File: src/rtl/press_classifier.sv
// Classifies debounced button gestures into short, double and long press pulses.
// Latency: each pulse is registered and appears in the cycle after the deciding clock edge.
// Backpressure: none; this is a free-running classifier and each pulse lasts one cycle.
module press_classifier #(
    parameter int LONG_CYCLES = 100_000_000,
    parameter int GAP_CYCLES  = 30_000_000
) (
    input  logic clock_in,
    input  logic reset_in,
    input  logic clean_in,
    output logic short_press_out,
    output logic double_press_out,
    output logic long_press_out,
    output logic busy_out
);

    localparam int MAX_CYCLES = (LONG_CYCLES > GAP_CYCLES) ? LONG_CYCLES : GAP_CYCLES;
    localparam int CNT_W      = $clog2(MAX_CYCLES) + 1;

    localparam logic [CNT_W-1:0] LONG_LAST = CNT_W'(LONG_CYCLES - 1);
    localparam logic [CNT_W-1:0] GAP_LAST  = CNT_W'(GAP_CYCLES - 1);
    localparam logic [CNT_W-1:0] CNT_SAT   = CNT_W'(MAX_CYCLES - 1);

    typedef enum logic [2:0] {
        ST_INIT      = 3'd0,
        ST_IDLE      = 3'd1,
        ST_PRESS1    = 3'd2,
        ST_WAIT_GAP  = 3'd3,
        ST_PRESS2    = 3'd4,
        ST_LONG_HELD = 3'd5
    } state_t;

    state_t           state_q, state_d;
    logic [CNT_W-1:0] cnt_q, cnt_d;
    logic             short_q, short_d;
    logic             double_q, double_d;
    logic             long_q, long_d;
    logic             busy_q, busy_d;

    // State, counter and registered outputs; reset drops any pulse in flight.
    always_ff @(posedge clock_in or negedge reset_in) begin
        if (!reset_in) begin
            state_q  <= ST_INIT;
            cnt_q    <= '0;
            short_q  <= 1'b0;
            double_q <= 1'b0;
            long_q   <= 1'b0;
            busy_q   <= 1'b0;
        end else begin
            state_q  <= state_d;
            cnt_q    <= cnt_d;
            short_q  <= short_d;
            double_q <= double_d;
            long_q   <= long_d;
            busy_q   <= busy_d;
        end
    end

    // Next-state decision; release is tested before the long-hold compare so it wins a tie.
    always_comb begin
        state_d = state_q;
        case (state_q)
            ST_INIT: begin
                // A button held through reset must be released before anything counts.
                if (!clean_in) state_d = ST_IDLE;
            end
            ST_IDLE: begin
                if (clean_in) state_d = ST_PRESS1;
            end
            ST_PRESS1: begin
                if (!clean_in)               state_d = ST_WAIT_GAP;
                else if (cnt_q == LONG_LAST) state_d = ST_LONG_HELD;
            end
            ST_WAIT_GAP: begin
                // A re-press on the timeout edge still counts as the second tap.
                if (clean_in)               state_d = ST_PRESS2;
                else if (cnt_q == GAP_LAST) state_d = ST_IDLE;
            end
            ST_PRESS2: begin
                if (!clean_in)               state_d = ST_IDLE;
                else if (cnt_q == LONG_LAST) state_d = ST_LONG_HELD;
            end
            ST_LONG_HELD: begin
                if (!clean_in) state_d = ST_IDLE;
            end
            default: state_d = ST_INIT;
        endcase
    end

    // Counter clears on every state change and saturates while a state is held.
    always_comb begin
        cnt_d = cnt_q;
        if (state_d != state_q) begin
            cnt_d = '0;
        end else if (cnt_q != CNT_SAT) begin
            cnt_d = cnt_q + 1'b1;
        end
    end

    // Pulses come from the transition taken this edge, so each gesture yields at most one.
    always_comb begin
        short_d  = (state_q == ST_WAIT_GAP) && (state_d == ST_IDLE);
        double_d = (state_q == ST_PRESS2)   && (state_d == ST_IDLE);
        long_d   = (state_q != ST_LONG_HELD) && (state_d == ST_LONG_HELD);
        busy_d   = (state_d != ST_INIT) && (state_d != ST_IDLE);
    end

    assign short_press_out  = short_q;
    assign double_press_out = double_q;
    assign long_press_out   = long_q;
    assign busy_out         = busy_q;

endmodule

File: config.mk
export PLATFORM = sky130hd
export DESIGN_NAME = press_classifier
export DESIGN_NICKNAME = d
export VERILOG_FILES = /design/src/rtl/press_classifier.sv
export SDC_FILE = /design/constraint.sdc
export NUM_CORES = 1
export LEC_CHECK = 0
export CAP_MARGIN = 40
export CELL_PAD_IN_SITES_DETAIL_PLACEMENT = 0
export CELL_PAD_IN_SITES_GLOBAL_PLACEMENT = 1
export CORE_MARGIN = 10
export CORE_UTILIZATION = 42
export DETAILED_ROUTE_END_ITERATION = 6
export PLACE_DENSITY_LB_ADDON = 0.1
export SLEW_MARGIN = 20
export SYNTH_ARGS = -nofsm -noshare
export SYNTH_HDL_FRONTEND = slang
export SYNTH_SLANG_ARGS = --single-unit
File: constraint.sdc
create_clock -name clock_in -period 2.5 [get_ports clock_in]
set_input_delay 0.625 -clock clock_in [delete_from_list [all_inputs] [get_ports clock_in]]
set_output_delay 0.625 -clock clock_in [all_outputs]
set_load 0.02 [all_outputs]
==> impl_metrics.tcl, run 1 <==
set metrics [dict create \
    synth_xor_area_frac 0.108 \
    num-nets-final 215 \
    remaining_drc_errors 0 \
    start_util 0.433 \
    synthesis.instances 201 \
    grt.total_usage 0.117 \
    final_layout_size_suffix_gt1_frac 0.212 \
    flow.area_growth_from_synthesis_pct 10.0 \
    critPathMaxFanout 17 \
    final_count_of_negative_setup_slack_endpoints 0 \
    dieArea_um2 8020 \
    critical_path.cell_chain "or4_4, nor4_4, nand4_2, a211oi_4, buf_4, nor2_1" \
    clkSinkCount 35 \
    pin_count_of_the_biggest_net_entering_global_routing 36 \
    h-tree-depth 2 \
    synth_edf_count 0 \
    total_routed_length_um 4240 \
    clk_latency_ps 290 \
    globalplace.congestion 0.793 \
    worst-slew-pin-transition_ps 664 \
    drt_pre_antenna_iters 4 \
    synthMuxAreaShare 0.00492 \
    postSynthAreaPerCell_um2 10.1 \
    worst-endpoint-required_ps 2670 \
    ys_warn_count 0 \
    pwr_density_nw_per_um2 684 \
    wl_per_cell_um 15.9 \
    postCtsSetupRepairBufs 0 \
    power_leakage_nw 0.815 \
    synthDistinctLibCells 49 \
    cts_root_buf "sky130_fd_sc_hd__clkbuf_8" \
    status "finished, final reports clean" \
    cpPeakStageDelay_ps 590 \
    nFillCells 450 \
    buffer_ports.inserted 6 \
    power.total_mw 1.53 \
    number_of_antenna_violations_at_the_first_check_in_global_routing 0 \
    hold_viol 0 \
    post_synthesis_share_of_cell_area_spent_on_full_adders_half_adders_and_majority_gates 0.00615 \
    dr_total_vias 1468 \
    cts_hold_buf 0 \
    worstPathArrival_ps 2420 \
    rsz_0062_raised_after_global_routing "false" \
    regArea_um2 876 \
    antenna_cells_inserted 0 \
    seq_area_frac_synth 0.431 \
    syn_area_um2 2030 \
    io_pins 7 \
    synth_ff_type "sky130_fd_sc_hd__dfrtp_1" \
    avgViaCountPerCell 5.52 \
    async_flop_share 1.00 \
    number_of_global_route_vias_before_repair 1464 \
    yosysTopAreaCell "sky130_fd_sc_hd__dfrtp_1" \
    worst_setup_path_start_kind "register" \
    synth_top_family_by_area "simple AND/OR/NAND/NOR gates" \
    die_width_um 89.6 \
    max-clock-path-buffers 2 \
    synth_most_common_cell "sky130_fd_sc_hd__dfrtp_1" \
    timing.fmax_ghz 0.445 \
    yosys_register_bits 35 \
    worst_slew_margin_rel 0.554 \
    grt_first_pass_wirelength_um 7110 \
    synth_largest_type_area_fraction 0.431 \
    number_of_antenna_violating_nets_in_the_routed_design 0 \
    fin_worst_hold_slack_ps 572 \
    path_class "register to register" \
    final_critical_delay_including_setup_and_external_delays_ps 2250 \
    cts_inserted_buffers 5 \
    globalRoute.totalOverflow 0 \
    classification_of_the_worst_slack_hold_path "register to register" \
    post-route-period-util 0.899 \
    coreArea_um2 4690 \
    critical-path-slowest-cell "sky130_fd_sc_hd__or4_4" \
    clk_pin_slew_ps 70 \
    tritoncts_clock_tree "built" \
    synth.area.top_cells "sky130_fd_sc_hd__dfrtp_1 (43%), sky130_fd_sc_hd__xnor2_1 (7.8%), sky130_fd_sc_hd__nor2_2 (6.2%), sky130_fd_sc_hd__xor2_1 (3.0%), sky130_fd_sc_hd__nor2_1 (2.6%)" \
    synth_simple_gate_area_share 0.337 \
    drv_cap 0 \
    slew_violations 0 \
    multi_input_comb_area_um2 1060 \
    setup-tns-final_ps 0 \
    dr.first_iter.drc_count 57 \
    ctsResizeCount 0 \
    finalClockSkew_ps 5.78 \
    syn-num-nets 205 \
    compound_gate_portion_of_the_synthesized_area 0.0671 \
    die_h_um 89.6 \
    endpoint_kind "register" \
    hpwl_um 3000 \
    synth.cells.most_frequent "sky130_fd_sc_hd__dfrtp_1 (35), sky130_fd_sc_hd__nor2_2 (20), sky130_fd_sc_hd__xnor2_1 (18)" \
    num_rows 25 \
    irDropWorstVdd_v 0.000447 \
]
## worst max-delay path, delay by kind of cell, from the launching register on
| kind | cells | cell delay (ps) |
|---|---|---|
| AO/OA/AOI/OAI | 1 | 250 |
| buffers and inverters | 1 | 310 |
| flip-flops | 1 | 420 |
| AND/OR/NAND/NOR | 4 | 1150 |
## cells by family after synthesis
| family | after synthesis |
|---|---|
| adder cells (fa/ha/maj) | 1 |
| multiplexers | 1 |
| flip-flops | 35 |
| XOR/XNOR | 25 |
| AO/OA/AOI/OAI | 19 |
| AND/OR/NAND/NOR | 106 |
| buffers and inverters | 14 |
## state kept, by name, indices dropped and copies added, names as in the netlist
register / cells
long_press_out: 1
cnt_q: 28
double_press_out: 1
short_press_out: 1
state_q: 3
busy_out: 1
## placed cells by master, fill, tap and decap left out, types with 2 or more instances in the layout
cell type / Yosys / layout
sky130_fd_sc_hd__nand4_1: 5 / 5
sky130_fd_sc_hd__nand2b_1: 3 / 3
sky130_fd_sc_hd__nand3b_1: 3 / 3
sky130_fd_sc_hd__inv_1: 4 / 4
sky130_fd_sc_hd__xor2_1: 7 / 7
sky130_fd_sc_hd__nor4_1: 6 / 6
sky130_fd_sc_hd__a211oi_1: 2 / 2
sky130_fd_sc_hd__a21boi_0: 2 / 2
sky130_fd_sc_hd__nor2b_1: 2 / 2
sky130_fd_sc_hd__dfrtp_1: 35 / 35
sky130_fd_sc_hd__nor4_4: 2 / 2
sky130_fd_sc_hd__clkdlybuf4s50_1: 0 / 6
sky130_fd_sc_hd__clkbuf_8: 1 / 7
sky130_fd_sc_hd__nor2_2: 20 / 20
sky130_fd_sc_hd__buf_4: 0 / 7
sky130_fd_sc_hd__nor2_1: 14 / 14
sky130_fd_sc_hd__and4_1: 3 / 3
sky130_fd_sc_hd__and3_1: 2 / 2
sky130_fd_sc_hd__nand2_1: 13 / 13
sky130_fd_sc_hd__nand3_1: 10 / 10
sky130_fd_sc_hd__nor4_2: 2 / 2
sky130_fd_sc_hd__nor3_1: 7 / 7
sky130_fd_sc_hd__or4_1: 2 / 2
sky130_fd_sc_hd__xnor2_1: 18 / 18
sky130_fd_sc_hd__a21oi_1: 7 / 7
## power by group
group	internal (mW)	total, mW	switching (mW)	leakage, nW
logic	0.160	0.389	0.229	0.285
registers	0.616	0.681	0.0657	0.479
clock network	0.250	0.459	0.209	0.0505
total	1.03	1.53	0.504	0.815
## metrics by stage
step                      cell area [µm²]  instances  utilization  worst slack [ps]
after floorplan                      2030        201            -               309
after global placement               2130        258        0.455               278
after detailed placement             2130        258        0.455               238
after CTS                            2240        266        0.477               228
after global routing                 2240        266        0.477               140
final                                2240        266        0.477               253
## final cells by class
cell class,count,share of cell area
Inverter,4,0.00671
Multi-Input combinational cell,152,0.475
Clock buffer,7,0.0431
Timing Repair Buffer,13,0.0503
Tap cell,54,0.0302
Sequential cell,35,0.391
Clock inverter,1,0.00336
## metal layers
metal  part of all wire  vias to the layer above  global-route usage
li1                   -                      727                   -
met4              0.017                        0              0.0564
met5                  0                        -                   0
met2               0.48                       18               0.181
met1               0.47                      716               0.146
met3              0.034                        7              0.0343
## worst paths after layout
| check | start | end | slack (ps) | cells after the start |
|---|---|---|---|---|
| worst max-delay path | cnt_q[12]$_DFFE_PN0P_ | cnt_q[22]$_DFFE_PN0P_ | 250 | 6 |
| worst min-delay path | cnt_q[27]$_DFFE_PN0P_ | cnt_q[27]$_DFFE_PN0P_ | 570 | 2 |
| worst max register to register | cnt_q[12]$_DFFE_PN0P_ | cnt_q[22]$_DFFE_PN0P_ | 250 | 6 |
| worst min register to register | cnt_q[27]$_DFFE_PN0P_ | cnt_q[27]$_DFFE_PN0P_ | 570 | 2 |
| max in group asynchronous | reset_in | cnt_q[8]$_DFFE_PN0P_ | 1430 | 2 |
| min in group asynchronous | reset_in | cnt_q[20]$_DFFE_PN0P_ | 750 | 2 |
Power figures use the tool's default switching activity.
==> run 2, diff against run 1 <==
--- a/config.mk
+++ b/config.mk
@@ -13,2 +13,3 @@
 export DETAILED_ROUTE_END_ITERATION = 6
+export GPL_ROUTABILITY_DRIVEN = 0
 export PLACE_DENSITY_LB_ADDON = 0.1
--- a/constraint.sdc
+++ b/constraint.sdc
@@ -3,2 +3,2 @@
 set_output_delay 0.625 -clock clock_in [all_outputs]
-set_load 0.02 [all_outputs]
+set_load 0.1 [all_outputs]
==> run 2 against run 1 <==
  * Hold slack barely moved
  * Non-clock buffer count unchanged
  * Clock skew shrank 2.2 ps
  * Sequential power is 0.6% lower
  * Fmax is 0.84% higher
  * Critical endpoint is now cnt_q[6]$_DFFE_PN0P_
  * Highest routed layer unchanged
==> impl_metrics.tcl, run 2 (same netlist as run 1, synthesis figures left out) <==
set metrics [dict create \
    endpoint_kind "register" \
    classification_of_the_worst_slack_hold_path "register to register" \
    final_layout_size_suffix_gt1_frac 0.219 \
    buffer_ports.inserted 6 \
    tritoncts_clock_tree "built" \
    pwr-share-clk 0.250 \
    power.total_mw 1.49 \
    largest_registers "cnt_q: 28 flops, state_q: 3 flops" \
    ctsResizeCount 0 \
    grt_first_pass_wirelength_um 7200 \
    io_pins 7 \
    h-tree-depth 2 \
    coreArea_um2 4690 \
    die_width_um 89.6 \
    flow.area_growth_from_synthesis_pct 8.00 \
    dr_total_vias 1480 \
    num-nets-final 215 \
    irDropWorstVdd_v 0.000479 \
    rsz_0062_raised_after_global_routing "false" \
    layout_commonest_cell "sky130_fd_sc_hd__dfrtp_1" \
    setup-tns-final_ps 0 \
    globalRoute.totalOverflow 0 \
    post-route-period-util 0.891 \
    placedInstanceArea_um2 2120 \
    max-clock-path-buffers 2 \
    num_rows 25 \
    finalClockSkew_ps 3.54 \
    finalWorstSetupSlack_ps 272 \
    drv_cap 0 \
    number_of_antenna_violating_nets_in_the_routed_design 0 \
    p_int_uw 958 \
    worst_setup_path_start_kind "register" \
    path_class "register to register" \
    critPathMaxFanout 15 \
    largest_register_ff_count 28 \
    die_h_um 89.6 \
    layout.cell_area.non_filler_um2 2200 \
    hold_viol 0 \
    worst-slew-pin-transition_ps 655 \
    wl_per_cell_um 15.6 \
    largest_register "cnt_q" \
    worstPathArrival_ps 2390 \
    clkSinkCount 35 \
    cts_inserted_buffers 5 \
    slew_violations 0 \
    nFillCells 463 \
    start_util 0.433 \
    clk_pin_slew_ps 70 \
    power_leakage_nw 0.809 \
    grt.total_usage 0.116 \
    dr.first_iter.drc_count 67 \
    final_count_of_negative_setup_slack_endpoints 0 \
    final_critical_delay_including_setup_and_external_delays_ps 2230 \
    dieArea_um2 8020 \
    startpoint "cnt_q[17]$_DFFE_PN0P_" \
    timing.fmax_ghz 0.449 \
    netSwitchingPower_uw 529 \
    hpwl_um 2940 \
    postCtsSetupRepairBufs 0 \
    drt_pre_antenna_iters 4 \
    netSwitchingFraction 0.356 \
    global_route.usage.met1 0.140 \
    total_routed_length_um 4110 \
    avgViaCountPerCell 5.61 \
    clk_latency_ps 280 \
    power_frac_comb 0.295 \
    pwr_density_nw_per_um2 678 \
    status "finished, final reports clean" \
    cts_root_buf "sky130_fd_sc_hd__clkbuf_8" \
    hold_start "cnt_q[1]$_DFFE_PN0P_" \
    cts_hold_buf 0 \
    detailedPlace.worstSlack_ps 286 \
    number_of_antenna_violations_at_the_first_check_in_global_routing 0 \
    worst_slew_margin_rel 0.560 \
    busiest_layer "met2" \
    pin_count_of_the_biggest_net_entering_global_routing 36 \
    antenna_cells_inserted 0 \
    number_of_global_route_vias_before_repair 1559 \
    global_route.usage.met2 0.185 \
    remaining_drc_errors 0 \
    global_route.usage.met3 0.0352 \
    r2r_start "cnt_q[17]$_DFFE_PN0P_" \
    commonest_non_fill_non_tap_cells_in_the_layout "sky130_fd_sc_hd__dfrtp_1 (35), sky130_fd_sc_hd__nor2_2 (20), sky130_fd_sc_hd__xnor2_1 (18)" \
    sequentialPowerShare 0.455 \
    worst-endpoint-required_ps 2670 \
]
run 2: cell count changes in the layout (fill, tap and decap cells not counted), sizes merged:
cell / change
buf: +4
clkdlybuf4s50: -4
clkbuf: -1
clkinvlp: -1
run 2: worst paths after layout:
check                                        endpoint  slack [ps]  cells after the start
max in group asynchronous       cnt_q[11]$_DFFE_PN0P_        1420                      2
worst min-delay path             cnt_q[1]$_DFFE_PN0P_         570                      2
worst max-delay path             cnt_q[6]$_DFFE_PN0P_         270                      6
worst min register to register   cnt_q[1]$_DFFE_PN0P_         570                      2
worst max register to register   cnt_q[6]$_DFFE_PN0P_         270                      6
min in group asynchronous       cnt_q[20]$_DFFE_PN0P_         760                      2
run 2: through the flow:
step                hold WS, ps   util  std cells
floorplan                   329      -        201
global route                614  0.468        264
CTS                         576  0.468        264
global placement            547  0.453        258
detailed placement          557  0.453        258
finish                      572  0.468        264
run 2: worst max-delay path, stage by stage (launching register included):
cell,delay [ps]
sky130_fd_sc_hd__dfrtp_1,420
sky130_fd_sc_hd__or4_4,570
sky130_fd_sc_hd__nor4_4,290
sky130_fd_sc_hd__nand4_2,210
sky130_fd_sc_hd__a211oi_4,250
sky130_fd_sc_hd__buf_4,280
sky130_fd_sc_hd__nor3_1,80
run 2: layout make-up:
cell class	instances	area (µm²)	share of cell area
Sequential cell	35	876	0.399
Tap cell	54	67.6	0.0308
Inverter	4	15.0	0.00684
Multi-Input combinational cell	152	1060	0.484
Timing Repair Buffer	13	103	0.0467
Clock buffer	6	72.6	0.0330
run 2: power groups by stage:
stage                     Combinational [mW]  Sequential [mW]  Clock, mW
after CTS                              0.445            0.678      0.388
after detailed placement               0.444            0.689          0
after floorplan                        0.322            0.722          0
after global placement                 0.440            0.686          0
after global routing                   0.479            0.688      0.408
final                                  0.438            0.677      0.372
run 2: routing by layer:
metal | vias to the layer above | wire length (µm)
met5 | - | 0
li1 | 720 | -
met4 | 0 | 38
met2 | 20 | 1950
met3 | 4 | 140
met1 | 736 | 1980
